===== src/rtl/store_buffer_pkg.sv =====
// Shared sizing and entry layout for the posted-write store buffer.
// Entry layout is {pc[31:0], be[3:0], data[31:0], addr[31:2]}, MSB first.
package store_buffer_pkg;
  localparam int SB_DEPTH = 4;
  localparam int SB_PTR_W = 2;

  typedef struct packed {
    logic [31:0] pc;
    logic [3:0]  be;
    logic [31:0] data;
    logic [29:0] addr;
  } sb_entry_t;
endpackage


===== src/rtl/sb_fwd_merge.sv =====
// Byte-lane store-to-load forwarding over the pending entries.
// Entries are walked oldest to youngest, so the youngest matching writer of a lane wins.
module sb_fwd_merge
  import store_buffer_pkg::*;
#(
  parameter int DEPTH = SB_DEPTH,
  parameter int PTR_W = SB_PTR_W
) (
  input  sb_entry_t          entries [DEPTH],
  input  logic [DEPTH-1:0]   valid,
  input  logic [PTR_W-1:0]   head,
  input  logic [29:0]        ld_word,
  output logic [3:0]         fwd_be,
  output logic [31:0]        fwd_d
);
  genvar gi;
  generate
    for (gi = 0; gi < 4; gi++) begin : g_lane
      logic       lane_hit;
      logic [7:0] lane_d;

      always_comb begin
        logic [PTR_W-1:0] idx;
        lane_hit = 1'b0;
        lane_d   = 8'h00;
        idx      = '0;
        for (int k = 0; k < DEPTH; k++) begin
          idx = head + PTR_W'(k);
          if (valid[idx] && entries[idx].addr == ld_word && entries[idx].be[gi]) begin
            lane_hit = 1'b1;
            lane_d   = entries[idx].data[8*gi +: 8];
          end
        end
      end

      assign fwd_be[gi]       = lane_hit;
      assign fwd_d[8*gi +: 8] = lane_d;
    end
  endgenerate
endmodule


===== src/rtl/store_buffer.sv =====
// Posted-write FIFO between the MEM-stage store path and data memory,
// with byte-wise forwarding from pending entries to the load path.
module store_buffer
  import store_buffer_pkg::*;
#(
  parameter int DEPTH = SB_DEPTH,
  parameter int PTR_W = SB_PTR_W
) (
  input  logic             clk,
  input  logic             reset,
  input  logic             st_valid,
  output logic             st_ready,
  input  logic [31:0]      st_addr,
  input  logic [31:0]      st_data,
  input  logic [3:0]       st_be,
  input  logic [31:0]      st_pc,
  input  logic [31:0]      ld_addr,
  output logic [3:0]       ld_fwd_be,
  output logic [31:0]      ld_fwd_d,
  output logic             dm_we,
  input  logic             dm_ready,
  output logic [31:0]      dm_addr,
  output logic [31:0]      dm_wd,
  output logic [3:0]       dm_be,
  output logic [31:0]      dm_pc,
  output logic [PTR_W:0]   count,
  output logic             empty
);
  localparam logic [PTR_W:0] FULL_COUNT = (PTR_W+1)'(DEPTH);

  sb_entry_t        mem [DEPTH];
  logic [DEPTH-1:0] valid_reg;
  logic [PTR_W-1:0] head_reg;
  logic [PTR_W-1:0] tail_reg;
  logic [PTR_W:0]   count_reg;
  logic             push;
  logic             pop;
  sb_entry_t        head_entry;
  logic             unused_addr_bits;

  assign unused_addr_bits = ^{st_addr[1:0], ld_addr[1:0]};

  assign count    = count_reg;
  assign empty    = (count_reg == '0);
  assign st_ready = (count_reg != FULL_COUNT);
  assign dm_we    = !empty;
  assign push     = st_valid && st_ready;
  assign pop      = dm_we && dm_ready;

  // Storage carries no reset; the valid mask alone decides what is live.
  always_ff @(posedge clk) begin
    if (push) begin
      mem[tail_reg] <= '{pc: st_pc, be: st_be, data: st_data, addr: st_addr[31:2]};
    end
  end

  always_ff @(posedge clk or posedge reset) begin
    if (reset) begin
      head_reg  <= '0;
      tail_reg  <= '0;
      count_reg <= '0;
      valid_reg <= '0;
    end else begin
      if (pop) begin
        head_reg            <= head_reg + 1'b1;
        valid_reg[head_reg] <= 1'b0;
      end
      if (push) begin
        tail_reg            <= tail_reg + 1'b1;
        valid_reg[tail_reg] <= 1'b1;
      end
      case ({push, pop})
        2'b10:   count_reg <= count_reg + 1'b1;
        2'b01:   count_reg <= count_reg - 1'b1;
        default: count_reg <= count_reg;
      endcase
    end
  end

  // Head fields read as zero while empty so stale storage never reaches the DM port.
  assign head_entry = mem[head_reg];
  assign dm_addr    = dm_we ? {head_entry.addr, 2'b00} : 32'h0;
  assign dm_wd      = dm_we ? head_entry.data : 32'h0;
  assign dm_be      = dm_we ? head_entry.be : 4'h0;
  assign dm_pc      = dm_we ? head_entry.pc : 32'h0;

  sb_fwd_merge #(
    .DEPTH (DEPTH),
    .PTR_W (PTR_W)
  ) u_fwd (
    .entries (mem),
    .valid   (valid_reg),
    .head    (head_reg),
    .ld_word (ld_addr[31:2]),
    .fwd_be  (ld_fwd_be),
    .fwd_d   (ld_fwd_d)
  );
endmodule


===== config.mk =====
export PLATFORM = sky130hd
export DESIGN_NAME = store_buffer
export DESIGN_NICKNAME = d
export VERILOG_FILES = /design/src/rtl/store_buffer_pkg.sv /design/src/rtl/sb_fwd_merge.sv /design/src/rtl/store_buffer.sv
export SDC_FILE = /design/constraint.sdc
export NUM_CORES = 1
export LEC_CHECK = 0
export CAP_MARGIN = 10
export CORE_ASPECT_RATIO = 1.1
export CORE_UTILIZATION = 30
export CTS_CLUSTER_DIAMETER = 120
export CTS_CLUSTER_SIZE = 16
export DETAILED_ROUTE_END_ITERATION = 16
export PLACE_DENSITY = 0.46
export SLEW_MARGIN = 20
export SYNTH_ARGS = -nofsm -noshare
export SYNTH_HDL_FRONTEND = slang
export SYNTH_SLANG_ARGS = --single-unit

===== constraint.sdc =====
create_clock -name clk -period 12.4 [get_ports clk]
set_clock_uncertainty 0.1 [all_clocks]
set_input_delay 2.48 -clock clk [delete_from_list [all_inputs] [get_ports clk]]
set_output_delay 2.48 -clock clk [all_outputs]
set_load 0.02 [all_outputs]

# == After elaboration in Yosys (flattened, before gate mapping) ==
# Index checks and enable logic that the tools add are counted.
# word_totals
register_bits,403
latch_bits,0
ram_bits,0
rom_bits,0
input_bits,136
out_inout_bits,142
elab_cells,148
mem_count,0
# classes
add_sub_neg,6
multipliers,0
div_mod_pow,0
n_lt_le_gt_ge,13
n_eq_ne,7
n_shift,0
muxes,66
bitwise_logic,8
n_reduce_logical,28
# ops
op,n
98-bit binary-select mux with 2-bit select,4
66-bit two-way mux,6
392-bit bitwise mux,1
98-bit two-way mux,3
98-bit demux with 2-bit select,1
8-bit two-way mux,16
30-bit equality test,4
32-bit two-way mux,3
1-bit logical AND,25
1-bit two-way mux,22
"3-bit greater-or-equal comparator, second input constant",5
"2-bit by 3-bit less-than comparator with 1-bit output, second input constant",5
2-bit NOT with 3-bit output,5
4-bit two-way mux,3
1-bit binary-select mux with 2-bit select,4
3-bit case mux with 2 select lines,1
"2-bit by 1-bit adder with 2-bit output, second input constant",2
"2-bit adder, second input constant",2
4-bit AND,1
1-bit demux with 2-bit select,2
"2-bit by 1-bit greater-or-equal comparator with 1-bit output, second input constant",2
4-bit NOT,1
4-bit bitwise OR,1
"3-bit by 1-bit adder with 3-bit output, second input constant",1
8 further kinds,8

# == Depth between registers and ports, before layout ==
# depth
word_depth,11
ltp_mapped,19
depth_no_buf,10

# == Hierarchy ==
# A second synthesis with hierarchy kept.
# hier_totals
hier_cells,1893
hier_area_um2,24758.7
# by_module_without_submodules
module,instances,cells_each,area_per_inst_um2,seq_area_each_um2
store_buffer,1,684,15418.5,12046.6
sb_fwd_merge,1,1209,9340.2,0.0

# == Worst setup path after synthesis ==
# OpenSTA, ideal clock, no wires.
# synth_path
kind,input port to output port
start,input ld_addr[5]
end,output ld_fwd_d[30]
arrival_ns,5.246
required_ns,9.820
path_slack_ns,4.574
cell_stages,10
path_buffers,3
path_cell_list,clkbuf_1 inv_1 a211oi_1 o2111ai_1 or4_1 buf_4 nor4b_4 buf_4 a221oi_2 a222oi_1
# synth_between
elab_chain_cells,7
elab_cells_between_ends,16
classes_between,eq/ne (4); mux (4); reduce/logical (8)
# synth_rtl
element,line_no,rtl
start: declaration,store_buffer.sv:17,"input logic [31:0] ld_addr,"
30-bit equality test,sb_fwd_merge.sv:29,if (valid[idx] && entries[idx].addr == ld_word && entries[idx].be[gi]) begin
1-bit logical AND (2 in a row),sb_fwd_merge.sv:29,
8-bit two-way mux (3 in a row),sb_fwd_merge.sv:29,
8-bit two-way mux (*),sb_fwd_merge.sv:29,
end: declaration,store_buffer.sv:19,"output logic [31:0] ld_fwd_d,"
# Mark *: on every way between the ends. The rest lies on a longest branch, timed or not.

# == Final worst setup path ==
# layout_path
start,input ld_addr[5]
end,output ld_fwd_d[5]
# Same word-level chain as after synthesis.

==> impl_metrics.toml <==
[status]
outcome = "finished clean"

[yosys]
yosys_warnings = 0
synthArstFlopShare_pct = 2.730
synth_top_cell_by_area = "edfxtp_1"
ys.flop_type = "edfxtp_1"
synth_area_um2 = 23890
synth.distinct_cells = 66
synth_area_leaders = "edfxtp_1, mux4_2, mux2i_1, xnor2_1, and2_1"
seq_area_frac_synth_pct = 50.42
ys_ff_latch = 403
syn_avg_cell_area_um2 = 15.80
yosysTopAreaCellShare_pct = 49.27
synth_enable_flop_cells = 392
netlist_instances = 1512

[cts]
h-tree-depth = 1
cts_resized = 0
cts_hold_buf = 0
cts_sinks = 403
cts_tree = "built"
clk_path_buf_depth = 3
cts_buffers = 29
clk_latency_ns = 0.62
cts.clk_slew.worst_paths_ns = 0.08
cts_setup_buffers = 0
cts_root_buf = "clkbuf_16"

[critical_path]
critPathLaunchType = "input pin"
reg2reg_slack_ns = 8.98
worstSetupPathType = "in2out"
critPathMaxFanout = 18
max_stage_delay_ns = 1.04
r2r_cells = 9
rr_endpoint = "count[2]"
end_kind = "output port"
crit_required_ns = 9.82
timing.rr.start = "count[2]"
critPathTopFamily = "simple AND/OR/NAND/NOR gates"
crit_chain = "clkdlybuf4s50_1, inv_1, a211oi_1, o2111ai_1, or4_1, nor4b_4, nor3b_2, a222oi_1, clkdlybuf4s50_1"
crit_buf_inv = 3
cpMostUsedCell = "clkdlybuf4s50_1"
crit_path_top_delay_cell = "nor4b_4"
crit_arrival_ns = 7.37

[power_and_ir_drop]
seq_power_share_pct = 27.5
sw_frac_of_total_pct = 40.58
clkPwrFrac_pct = 12.9
combPwrFrac_pct = 59.6
p_leak_uw = 0.009060
switchingPower_uw = 2958
internal_power_uw = 4332
ir_drop_mv = 0.1646
p_per_area_nw_per_um2 = 256.6
power.total_uw = 7290

[cells_and_area]
nets = 1858
drive_above_1_share_pct = 21.10
fillers = 7605
largest_reg_flops = 392
syn_to_final_growth_pct = 18.91

[grt]
grt_first_pass_wirelength_mm = 108.9
antenna_found_initial = 9
grt_usage_pct = 18.23
overflow = 0
grt_max_degree = 124
grt_pass1_vias = 15735

[timing]
fin_tns_setup_ns = 0
setup_slack_ns = 2.455
fin_crit_ns = 9.945
slew_violations = 0
hold-worst-slack_ns = 0.4505
hold_violations = 0
tightest_slew_ns = 1.095
max_freq_mhz = 100.6
finalSetupViolations = 0
post-route-period-util_pct = 80.20
rsz0062_at_grt = "no"
max_slew_margin_pct = 26.70

[placement]
pre_cts_ws_ns = 2.436
dp_hpwl_mm = 50.79
gp_congestion = 0.8367
portBuffers = 271

[floorplan]
num_rows = 108
pin_count = 278
dieArea_um2 = 80770
die_w_um = 271.1
die_height_um = 298.0
core_um2 = 78920
start_util_pct = 30.27

[route]
drt-wirelength-per-cell_um = 27.20
drt_iter0_markers = 1151
first_pass_iters = 7
dr_total_vias = 15270
wirelength_mm = 75.65
drcViolationCount = 0
ant_nets = 0
via_per_inst = 5.491

[min_path]
hold_path_depth = 1
min_path_type = "reg2reg"
min_to = "count[0]"
worstHoldStart = "count[0]"

[job]
maxCapViolCount = 0
-- per-stage QoR --
| step | area, µm² | instances | util [%] |
|---|---|---|---|
| global placement | 27540 | 2726 | 34.90 |
| global route | 28410 | 2781 | 36.00 |
| CTS | 28390 | 2780 | 35.97 |
| detailed placement | 27540 | 2726 | 34.90 |
| floorplan | 23890 | 1513 | - |
| finish | 28410 | 2781 | 36.00 |
-- cell type report --
cell class                      instances  area (µm²)  share of cell area [%]
Inverter                               89       334.1                   1.176
Tap cell                             1045        1308                   4.603
Timing Repair Buffer                  301        2963                   10.43
Multi-Input combinational cell        888       10900                   38.36
Clock buffer                           52       812.0                   2.859
Sequential cell                       403       12050                   42.43
Antenna cell                            1       2.502                0.008809
Clock inverter                          2       36.28                  0.1277
-- power groups by stage --
stage	combinational (µW)	sequential, µW	clock, µW
5_1_grt	4640	2040	1020
2_1_floorplan	3060	1970	0
6_report	4340	2010	941
3_5_place_dp	4400	2040	0
4_1_cts	4430	2010	982
3_3_place_gp	4400	2020	0
-- cell usage after synthesis, types with 19 or more instances --
cell type and count:
mux4_2 255, clkbuf_1 53, and2_1 86, a222oi_1 38
nand4_1 50, a221oi_1 33, edfxtp_1 392, nor2_1 19
mux2i_1 78, buf_2 37, nand2_1 37, inv_1 87
xnor2_1 84, xor2_1 32
-- worst register-to-register path: stages, from the launching register on --
cell and delay [ns]:
dfrtp_1 0.45, or3_4 0.44, buf_4 0.70, and2_1 0.54, ha_1 0.28, inv_1 0.07, fa_1 0.37, xor2_1 0.15
nor2_1 0.11, xor2_1 0.15
-- layout by cell type, fill, tap and decap left out, drive strengths merged, types with 6 or more instances in the layout --
cell,n
a2111oi,9
a211oi,8
a21oi,10
a221oi,34
a222oi,38
and2,86
and3,10
buf,30
clkbuf,52
clkdlybuf4s50,271
dfrtp,11
edfxtp,392
ha,9
inv,89
mux2,17
mux2i,78
mux4,255
nand2,38
nand3,11
nand4,50
nor2,19
nor4,10
o211ai,9
o21ai,14
o22ai,6
xnor2,84
xor2,32
-- cell families (layout without fill, tap and decap cells) --
group | count (synthesis) | count (layout) | synth area share (%)
XOR/XNOR | 116 | 116 | 4.253
AND/OR/NAND/NOR | 253 | 253 | 6.625
buffers and inverters | 222 | 444 | 4.242
multiplexers | 350 | 350 | 28.11
flip-flops | 403 | 403 | 50.42
AO/OA/AOI/OAI | 157 | 157 | 5.777
other | 1 | 3 | 0.01570
adder cells (fa/ha/maj) | 10 | 10 | 0.5552
-- layer usage --
layer	vias up	share of wire, %	wire length (µm)	GRT usage (%)
met1	8098	41	31120	23.25
met2	459	50	37590	31.09
met5	-	0.095	72	0
met4	12	2.2	1629	4.197
li1	6621	-	-	-
met3	80	6.9	5245	4.377
-- worst max path at each step --
stage / startpoint / to / cells past startpoint
global route: head_reg[0] / ld_fwd_d[10] / 10
finish: ld_addr[5] / ld_fwd_d[5] / 9
detailed placement: ld_addr[5] / ld_fwd_d[5] / 9
floorplan: ld_addr[5] / ld_fwd_d[30] / 10
CTS: head_reg[0] / ld_fwd_d[10] / 10
global placement: ld_addr[5] / ld_fwd_d[5] / 9
Note: power is estimated with default switching activity, not from simulation.
==> RTL change, RTL diff (same flow settings) <==
`SB_DEPTH`: 4 -> 8.
--- a/src/rtl/store_buffer_pkg.sv
+++ b/src/rtl/store_buffer_pkg.sv
@@ -2,5 +2,5 @@
 // Entry layout is {pc[31:0], be[3:0], data[31:0], addr[31:2]}, MSB first.
 package store_buffer_pkg;
-  localparam int SB_DEPTH = 4;
+  localparam int SB_DEPTH = 8;
   localparam int SB_PTR_W = 2;
 
Function: not settled (the Yosys comparison gave no result); the edit may change what the design does.
==> RTL change against the original RTL <==
Synthesized area is 1.5% higher. Register-to-register slack worse by 780 ps. Sequential cell count stayed put. Fmax is 1.3% lower. Power is 0.95% higher. Final area is 0.60% higher. Via count is 0.60% lower. Worst setup slack worse by 130 ps. Wire length is 0.95% higher. Count of clock-buffer cells in the layout is 9 lower.
==> RTL change: results (changes against the original RTL) <==
- Fraction of registers with async set or reset after synthesis: 0.0273 (unchanged)
- Xor/xnor cell area share of the yosys netlist: 0.0394 (-0.00314)
- Leakage power: 8.97 nW (-1.0%)
- Synthesized-area fraction occupied by adder cells: 0.00547 (-0.0000802)
- Least-Margin Pin Slew: 1120 ps (+29.8 ps)
- Post-Place Worst Slack: 2680 ps (+240 ps)
- Distinct cell type count after synthesis: 74 (+12%)
- Clk pin slew, worst setup/hold paths: 80 ps (about the same)
- Synth Area in Compound Gates: 0.0517 (-0.00605)
- Crit-path slowest cell: dfrtp_4
- Worst hold slack: 403 ps (-47.6 ps)
- Comb pwr: 4.39 mW (+1%)
- Pre-Repair DR Iteration Count: 5 (-2)
- DR vias/cell: 5.47 (-0.35%)
- Total power draw: 7.36 mW (+0.95%)
- Commonest cells post-synth: edfxtp_1 (392), mux4_2 (235), mux2i_1 (103), and2_1 (93), xnor2_1 (87)
- CP delay by family, top: buffers and inverters
- Pwr Density: 258 nW/um^2 (+0.35%)
- Share of layout cells above drive strength 1: 0.221 (+0.0104)
- Max incr delay on CP: 970 ps (-70 ps)
- Clock group: 937 uW (-0.4%)
- Largest cells by area after synthesis: edfxtp_1 (49%), mux4_2 (22%), mux2i_1 (4.3%)
- Routed vias: 15200 (-0.60%)
- Post-Route WL: 76.4 mm (+0.95%)
- Worst Reg-to-Reg Cells: 5 (-4)
- GRT Total Usage: 0.184 (+0.00144)
- Largest net degree at the start of global routing: 69 (-44%)
- Nets: 1857 (-0.054%)
- Placed cells: 2725 (-0.037%)
- GRT overflow: 0 (unchanged)
- Net Switching: 3.00 mW (+1.4%)
- Gpl congestion: 0.871 (+4.1%)
- Vias in the first global route: 15700 (+0.013%)
- Critical path arrival: 7490 ps (+120 ps)
- Area after DPL: 27700 sq um (+0.70%)
- Hold path startpoint: count[2]$_DFFE_PP0P_
- Post-synthesis mux area share: 0.284 (+0.00316)
- R2R Setup Slk: 8200 ps (-780 ps)
- Worst Setup EP: ld_fwd_d[9]
- VDD IR-drop max: 0.139 mV (-15%)
- Capturing point of the worst reg2reg path: mem[699]$_DFFE_PP_
- Sequential area share after synthesis: 0.497 (-0.00729)
- Dpl hpwl: 52.3 mm (+3.0%)
- Outcome: completed
- Sink of the worst hold path: count[2]$_DFFE_PP0P_
- Initial drt markers: 1040 (-9.6%)
- Yosys warns: 0 (unchanged)
- Critical path startpoint: head_reg[0]$_DFFE_PP0P_
- First-pass GRT wire length: 111 mm (+2.0%)
- Antenna violations before repair: 8 (-1)
- # fillers: 7583 (-0.29%)
- Fmax: 0.0993 GHz (-1.3%)
- RR Startpoint: count[0]$_DFFE_PP0P_
- Crit-path max FO: 53 (+35)
==> RTL change: cell count changes after synthesis, sizes merged, moves of 11 or more <==
cell,unedited run,this run
a222oi,38,0
clkbuf,55,44
inv,88,24
mux2i,78,103
nand4,50,17
nor2,19,52
nor2b,2,39
nor3,5,38
==> RTL change: cell families (layout without fill, tap and decap cells) <==
kind of cell,Yosys count,in the layout
compound gates,146,146
xor+xnor,109,109
fa+ha+maj,10,10
buf+inv,148,361
flops,403,403
mux,371,371
other cells,1,5
simple gates,324,324
==> RTL change: area by class of cell <==
cell class	instances	share of cell area
clock buffer	43	0.0272
sequential	403	0.422
inverter	25	0.00328
clock inverter	3	0.00206
timing repair buffer	290	0.100
antenna	3	0.000263
tap	1045	0.0458
multi-input combinational	962	0.399
==> RTL change: layer usage <==
metal,GRT usage,vias up,part of all wire
met4,0.0428,14,0.023
li1,-,6583,-
met1,0.231,8018,0.41
met3,0.0362,88,0.061
met2,0.324,475,0.51
met5,0,-,0.0010
